### src/rtl/datapath_controller_pkg.sv
// Shared encodings for the 16-bit datapath and its sequencing controller.
// The ALU select/op values must stay in step with the datapath muxes.
package datapath_defines;

  localparam logic [3:0] OPC_REG   = 4'b0000;
  localparam logic [3:0] OPC_ADDI  = 4'b0101;
  localparam logic [3:0] OPC_SUBI  = 4'b1001;
  localparam logic [3:0] OPC_ADDUI = 4'b0110;

  localparam logic [3:0] EXT_NOP = 4'b0000;
  localparam logic [3:0] EXT_ADD = 4'b0101;
  localparam logic [3:0] EXT_SUB = 4'b1001;

  localparam logic [1:0] ALU_A_PC       = 2'b00;
  localparam logic [1:0] ALU_A_SRC      = 2'b01;
  localparam logic [1:0] ALU_A_IMM_SEXT = 2'b10;
  localparam logic [1:0] ALU_A_IMM_ZEXT = 2'b11;

  localparam logic ALU_B_DEST = 1'b0;
  localparam logic ALU_B_ONE  = 1'b1;

  localparam logic [1:0] ALU_OP_ADD = 2'b00;
  localparam logic [1:0] ALU_OP_SUB = 2'b01;

  typedef enum logic [2:0] {
    S_FETCH     = 3'd0,
    S_LOAD      = 3'd1,
    S_DECODE    = 3'd2,
    S_EXECUTE   = 3'd3,
    S_WRITEBACK = 3'd4,
    S_HALT      = 3'd5
  } state_t;

endpackage

### src/rtl/datapath_controller_if.sv
// Controller <-> datapath control bundle: instruction/handshake in, mux selects and write enables out.
interface datapath_controller_if;
  logic [15:0] instruction;
  logic        memory_ready;
  logic [1:0]  alu_a_select;
  logic        alu_b_select;
  logic [1:0]  alu_operation;
  logic        program_counter_write_enable;
  logic        instruction_write_enable;
  logic        register_write_enable;

  modport master (
    input  instruction, memory_ready,
    output alu_a_select, alu_b_select, alu_operation,
           program_counter_write_enable, instruction_write_enable, register_write_enable
  );

  modport slave (
    output instruction, memory_ready,
    input  alu_a_select, alu_b_select, alu_operation,
           program_counter_write_enable, instruction_write_enable, register_write_enable
  );
endinterface

### src/rtl/datapath_controller_decoder.sv
// Combinational instruction classifier: legality, NOP detection and ALU selects/operation.
module instruction_decoder
  import datapath_defines::*;
(
  input  logic [15:0] instruction,
  output logic        legal,
  output logic        nop,
  output logic [1:0]  a_select,
  output logic        b_select,
  output logic [1:0]  operation
);

  logic [3:0] opcode;
  logic [3:0] ext;
  logic       unused_fields;

  assign opcode        = instruction[15:12];
  assign ext           = instruction[7:4];
  assign unused_fields = ^{instruction[11:8], instruction[3:0]};

  always_comb begin
    legal     = 1'b0;
    nop       = 1'b0;
    a_select  = ALU_A_PC;
    b_select  = ALU_B_DEST;
    operation = ALU_OP_ADD;
    case (opcode)
      OPC_REG: begin
        case (ext)
          EXT_NOP: begin legal = 1'b1; nop = 1'b1; end
          EXT_ADD: begin legal = 1'b1; a_select = ALU_A_SRC; end
          EXT_SUB: begin legal = 1'b1; a_select = ALU_A_SRC; operation = ALU_OP_SUB; end
          default: legal = 1'b0;
        endcase
      end
      OPC_ADDI:  begin legal = 1'b1; a_select = ALU_A_IMM_SEXT; end
      OPC_SUBI:  begin legal = 1'b1; a_select = ALU_A_IMM_SEXT; operation = ALU_OP_SUB; end
      OPC_ADDUI: begin legal = 1'b1; a_select = ALU_A_IMM_ZEXT; end
      default:   legal = 1'b0;
    endcase
  end

endmodule

### src/rtl/datapath_controller.sv
// Moore sequencer for the 16-bit datapath: fetch, PC increment, decode, execute, writeback.
// state     | meaning
// FETCH     | PC on memory bus, wait for memory_ready
// LOAD      | capture instruction and PC <- PC+1 on the same edge
// DECODE    | classify instruction, latch selects/op
// EXECUTE   | drive latched selects, datapath captures ALU result
// WRITEBACK | same selects, write result into rdest
// HALT      | illegal instruction seen, idle until reset
module datapath_controller
  import datapath_defines::*;
#(
  parameter int COUNT_WIDTH = 16
) (
  input  logic                   clock,
  input  logic                   reset,
  datapath_controller_if.master  dp,
  output logic                   halted,
  output logic [COUNT_WIDTH-1:0] instructions_retired
);

  state_t     state, state_nx;
  logic       dec_legal, dec_nop, dec_b;
  logic [1:0] dec_a, dec_op;
  logic [1:0] lat_a, lat_op;
  logic       lat_b;
  logic [1:0] a_sel, op_sel;
  logic       b_sel, pc_we, ir_we, rf_we;
  logic       retire;

  instruction_decoder u_decoder (
    .instruction (dp.instruction),
    .legal       (dec_legal),
    .nop         (dec_nop),
    .a_select    (dec_a),
    .b_select    (dec_b),
    .operation   (dec_op)
  );

  always_ff @(posedge clock or negedge reset) begin
    if (!reset) state <= S_FETCH;
    else        state <= state_nx;
  end

  always_ff @(posedge clock or negedge reset) begin
    if (!reset) begin
      lat_a  <= ALU_A_PC;
      lat_b  <= ALU_B_DEST;
      lat_op <= ALU_OP_ADD;
    end else if (state == S_DECODE) begin
      lat_a  <= dec_a;
      lat_b  <= dec_b;
      lat_op <= dec_op;
    end
  end

  assign retire = ((state == S_DECODE) && dec_legal && dec_nop) || (state == S_WRITEBACK);

  always_ff @(posedge clock or negedge reset) begin
    if (!reset) begin
      halted               <= 1'b0;
      instructions_retired <= '0;
    end else begin
      if ((state == S_DECODE) && !dec_legal) halted <= 1'b1;
      if (retire) instructions_retired <= instructions_retired + COUNT_WIDTH'(1);
    end
  end

  always_comb begin
    state_nx = state;
    a_sel    = ALU_A_PC;
    b_sel    = ALU_B_DEST;
    op_sel   = ALU_OP_ADD;
    pc_we    = 1'b0;
    ir_we    = 1'b0;
    rf_we    = 1'b0;
    case (state)
      S_FETCH: if (dp.memory_ready) state_nx = S_LOAD;
      S_LOAD: begin
        ir_we    = 1'b1;
        pc_we    = 1'b1;
        b_sel    = ALU_B_ONE;
        state_nx = S_DECODE;
      end
      S_DECODE: begin
        if (!dec_legal)  state_nx = S_HALT;
        else if (dec_nop) state_nx = S_FETCH;
        else              state_nx = S_EXECUTE;
      end
      S_EXECUTE: begin
        a_sel    = lat_a;
        b_sel    = lat_b;
        op_sel   = lat_op;
        state_nx = S_WRITEBACK;
      end
      S_WRITEBACK: begin
        a_sel    = lat_a;
        b_sel    = lat_b;
        op_sel   = lat_op;
        rf_we    = 1'b1;
        state_nx = S_FETCH;
      end
      S_HALT:  state_nx = S_HALT;
      default: state_nx = S_FETCH;
    endcase
  end

  assign dp.alu_a_select                 = a_sel;
  assign dp.alu_b_select                 = b_sel;
  assign dp.alu_operation                = op_sel;
  assign dp.program_counter_write_enable = pc_we;
  assign dp.instruction_write_enable     = ir_we;
  assign dp.register_write_enable        = rf_we;

endmodule

### src/flat_wrapper.sv
// flat-port wrapper written by rule: the top's interface ports become plain ports
module datapath_controller_flat import datapath_defines::*;
#(
  parameter int COUNT_WIDTH = 16
)
  (clock, reset, halted, instructions_retired, dp_instruction, dp_memory_ready, dp_alu_a_select, dp_alu_b_select, dp_alu_operation, dp_program_counter_write_enable, dp_instruction_write_enable, dp_register_write_enable);
  datapath_controller_if dp_i ();
  input  logic clock;
  input  logic reset;
  output logic halted;
  output logic [COUNT_WIDTH-1:0] instructions_retired;
  input wire logic [$bits(dp_i.instruction)-1:0] dp_instruction;
  input wire logic [$bits(dp_i.memory_ready)-1:0] dp_memory_ready;
  output wire logic [$bits(dp_i.alu_a_select)-1:0] dp_alu_a_select;
  output wire logic [$bits(dp_i.alu_b_select)-1:0] dp_alu_b_select;
  output wire logic [$bits(dp_i.alu_operation)-1:0] dp_alu_operation;
  output wire logic [$bits(dp_i.program_counter_write_enable)-1:0] dp_program_counter_write_enable;
  output wire logic [$bits(dp_i.instruction_write_enable)-1:0] dp_instruction_write_enable;
  output wire logic [$bits(dp_i.register_write_enable)-1:0] dp_register_write_enable;
  assign dp_i.instruction = dp_instruction;
  assign dp_i.memory_ready = dp_memory_ready;
  assign dp_alu_a_select = dp_i.alu_a_select;
  assign dp_alu_b_select = dp_i.alu_b_select;
  assign dp_alu_operation = dp_i.alu_operation;
  assign dp_program_counter_write_enable = dp_i.program_counter_write_enable;
  assign dp_instruction_write_enable = dp_i.instruction_write_enable;
  assign dp_register_write_enable = dp_i.register_write_enable;
  datapath_controller #(.COUNT_WIDTH(COUNT_WIDTH)) u_core (.clock(clock), .reset(reset), .dp(dp_i), .halted(halted), .instructions_retired(instructions_retired));
endmodule
### config.mk
export PLATFORM = sky130hd
export DESIGN_NAME = datapath_controller_flat
export DESIGN_NICKNAME = d
export VERILOG_FILES = /design/src/rtl/datapath_controller_pkg.sv /design/src/rtl/datapath_controller_if.sv /design/src/rtl/datapath_controller_decoder.sv /design/src/rtl/datapath_controller.sv /design/src/flat_wrapper.sv
export SDC_FILE = /design/constraint.sdc
export NUM_CORES = 1
export LEC_CHECK = 0
export BUFFER_PORTS_ARGS = -buffer_cell sky130_fd_sc_hd__buf_2
export CAP_MARGIN = 10
export CORE_ASPECT_RATIO = 1.25
export CORE_MARGIN = 4
export CORE_UTILIZATION = 47
export CTS_BUF_LIST = sky130_fd_sc_hd__clkbuf_4
export CTS_CLUSTER_DIAMETER = 60
export DETAILED_ROUTE_END_ITERATION = 7
export PLACE_DENSITY = 0.78
export SLEW_MARGIN = 10
export SYNTH_ARGS = -nofsm -noshare
export SYNTH_HDL_FRONTEND = slang
export SYNTH_HIERARCHICAL = 1
export SYNTH_SLANG_ARGS = --single-unit
### constraint.sdc
create_clock -name clock -period 1.49 [get_ports clock]
set_clock_uncertainty 0.1 [all_clocks]
set_input_delay 0.149 -clock clock [delete_from_list [all_inputs] [get_ports clock]]
set_output_delay 0.149 -clock clock [all_outputs]
set_load 0.01 [all_outputs]
==> results by group <==
Floorplan
  • Die ar.: 0.00373 mm^2
  • Row count: 21
  • Overall die width: 55.4 um
  • Die height: 67.3 um
  • Core ar.: 0.00268 mm^2
  • Initial core utilization: approximately half
  • # IOs: 44

Detailed routing
  • Via density per instance: 5.61
  • Initial DRC count: 43
  • DRC: 0
  • Wirelength, routed: 4100 um
  • DR WL/cell: 17.9 um
  • Via count: 1,285
  • TritonRoute pass-1 iters: 6
  • Antenna-violating nets left: 0

Placed design
  • Dpl hpwl: 2420 um
  • GP Congestion: 0.781
  • Placed cell count: 212
  • PortBufs: 35

Global routing
  • First-pass GRT wire length: roughly 6000 um
  • GR Overflow Total: 0
  • Initial antenna violation count: 0
  • GRT Util Overall: 21.1%
  • Largest net degree at the start of global routing: 26
  • Vias in the first global route: 1,310

Synthesis
  • Post-Syn Area: roughly 0.0013 mm^2
  • Post-synth top cells: 25 x dfrtp_1, 14 x xnor2_1, 10 x nand2_1
  • Post-synthesis sequential area ratio: between 40% and 50%
  • Most frequent cell after synthesis: dfrtp_1
  • Adder-cell area share of the yosys netlist: 0.946%
  • YS warnings: 6
  • Synth Area in XOR/XNOR: 11.3%
  • Area share of the leading cell type in the synthesized netlist: between 40 and 50%
  • Multiplexer share of the synthesized area: just over 5%
  • Synth Area in Simple Gates: between 20% and 30%
  • Main combinational cell family by area after synthesis: simple AND/OR/NAND/NOR gates
  • Area leader, netlist: dfrtp_1
  • Top FF cell, synth: dfrtp_1
  • EDFF count, synth: 0
  • Cell count after synthesis: roughly 120
  • Synthesized area per cell: 10.9 um^2
  • Synth Register Bits: 25
  • Yosys cell types: 37
  • Async SR Flop Fraction: 100%
  • Synth Area in Compound Gates: ~10%
  • Dominant cells by area after synthesis: dfrtp_1 47%, xnor2_1 9.3%, mux2_2 5.1%, nand3_1 3.0%, nand2_1 2.8%

Timing
  • Fin crit share: 122%
  • Max-slew violations: 0
  • Unrepaired setup endpoints after global routing: yes
  • Fmax: between 500 and 600 MHz
  • Final setup viols: 31
  • Hold Vio Cnt, Final: 0
  • Slew HR: 62.8%
  • Tmin final: 1820 ps
  • WHS: 72.8 ps
  • Setup WS post-layout: -332 ps
  • Slew @ Worst Pin: 558 ps

Worst setup path
  • Crit end category: output pin
  • Cells on worst reg2reg path: 6
  • Worst reg2reg startpoint: u_core/state[1]
  • WP data required: 1240 ps
  • Worst R2R End: u_core/instructions_retired[10]
  • Critical path arrival: around 1600 ps
  • Worst setup path category: flip-flop to output pin
  • Crit path max fanout: 4
  • Reg-to-reg slack, setup: -310 ps
  • Crit start category: flip-flop

Clock network
  • Clk buf depth: 2
  • Clock-pin slew on the worst setup and hold paths: 150 ps
  • Worst-Skew Late Latency: 330 ps
  • H-Tree Depth: 1
  • CTS root buf: clkbuf_4
  • CTS tree: done
  • Clock sink count: 25
  • CTS Buf Count: 3

Worst hold path
  • HP Class: input pin to flip-flop
  • Worst hold path stage count: 3
  • WHS Endpoint: u_core/state[0]
  • Worst hold start: dp_memory_ready

Run
  • Max_cap viols: 0

Layout
  • Nets: 216
  • Filler Cell Count: between 150 and 200
  • N_diodes: 0
  • Final design utilization: 77.5%
  • Syn-to-layout area delta: 57.0%
  • Fraction of final layout cells sized beyond drive strength 1: between 50% and 60%
  • Fin cells: 229

Status
  • Violated checks: setup timing
  • Outcome: finished, violations left

Pwr
  • Max rail drop VDD: ~0.52 mV
  • Tot Pwr: 1.10 mW
  • Leakage: ~1.1 nW
  • PD cells: 530 mW/mm^2
## timing repair
item / 4_1_cts / 5_1_grt
gates resized for setup: 22 / 13
hold buffers: 1 / 0
pin swaps: 26 / 12
setup buffers: 7 / 5
setup endpoints to repair: 29 / 32
endpoints found under the hold margin: 25 / 0
## logic make-up (layout without fill, tap and decap cells)
family | Yosys count | count (layout)
DFF | 25 | 25
and+or+nand+nor | 49 | 49
xor gates and xnor gates | 17 | 17
muxes | 6 | 6
adders and majority gates | 1 | 1
AOI/OAI and AO/OA | 15 | 15
other | 1 | 2
buffers and inverters | 7 | 80
## critical path, cell delays in order, from the launching register on
cell and delay (ps):
dfrtp_1 440, buf_6 140, nor2b_2 150, a21o_1 210, and2_1 160, buf_2 130
## flip-flops by register name, indices dropped and copies added (netlist names)
| name | flops |
|---|---|
| u_core/halted | 1 |
| u_core/lat_b | 1 |
| u_core/instructions_retired | 16 |
| u_core/lat_op | 2 |
| u_core/lat_a | 2 |
| u_core/state | 3 |
## per-layer routing
layer / routed length, um / vias up / track usage [%]
li1: - / 570 / -
met4: 190 / 0 / 7.90
met5: 0 / - / 0
met3: 226 / 18 / 3.25
met2: 2280 / 57 / 43.0
met1: 1400 / 640 / 21.5
## worst max-delay path by stage
stage                     slack [ps]                              end  cells past startpoint          startpoint
after floorplan                 -200  u_core/instructions_retired[11]                      7  dp_instruction[13]
after global placement          -340  u_core/instructions_retired[11]                      8  dp_instruction[13]
after detailed placement        -410  u_core/instructions_retired[11]                      8   dp_instruction[6]
after CTS                       -290              dp_alu_operation[0]                      5     u_core/state[1]
after global routing            -420               dp_alu_a_select[1]                      6     u_core/state[1]
final                           -330              dp_alu_operation[0]                      5     u_core/state[1]
## stage by stage
step	cell area, um^2	TNS (ps)	worst slack, ps
finish	2080	-6580	-332
global route	2080	-8600	-422
CTS	1980	-4430	-295
detailed placement	1780	-5390	-406
global placement	1780	-4250	-343
floorplan	1390	-1690	-198
## layout by cell type (no fill, tap or decap), types with 2 or more instances in the layout
master and n:
and2_1 4, conb_1 2, nand2_1 6, buf_12 2
nand3_2 3, nand3b_1 2, nand4_1 6, buf_2 34
dfrtp_1 24, buf_6 8, xor2_1 2, mux2_4 6
nor2_4 2, nand2_4 3, and3_1 3, buf_4 29
xnor2_2 3, o21ai_1 2, xnor2_1 11, o21ai_0 2
inv_1 2, and4_1 2, nand3_1 4, clkbuf_4 4
## power by group
part	switching [mW]	internal [mW]
clock network	0.215	0.123
logic	0.0498	0.0338
registers	0	0.679
## final cells by class
class / instances / area (um^2) / share of cell area [%]
Timing Repair Buffer: 74 / 528 / 25.4
Inverter: 2 / 7.51 / 0.362
Sequential cell: 25 / 627 / 30.2
Multi-Input combinational cell: 90 / 841 / 40.5
Tap cell: 34 / 42.5 / 2.05
Clock buffer: 4 / 30.0 / 1.45
(Power assumes the default switching activity.)
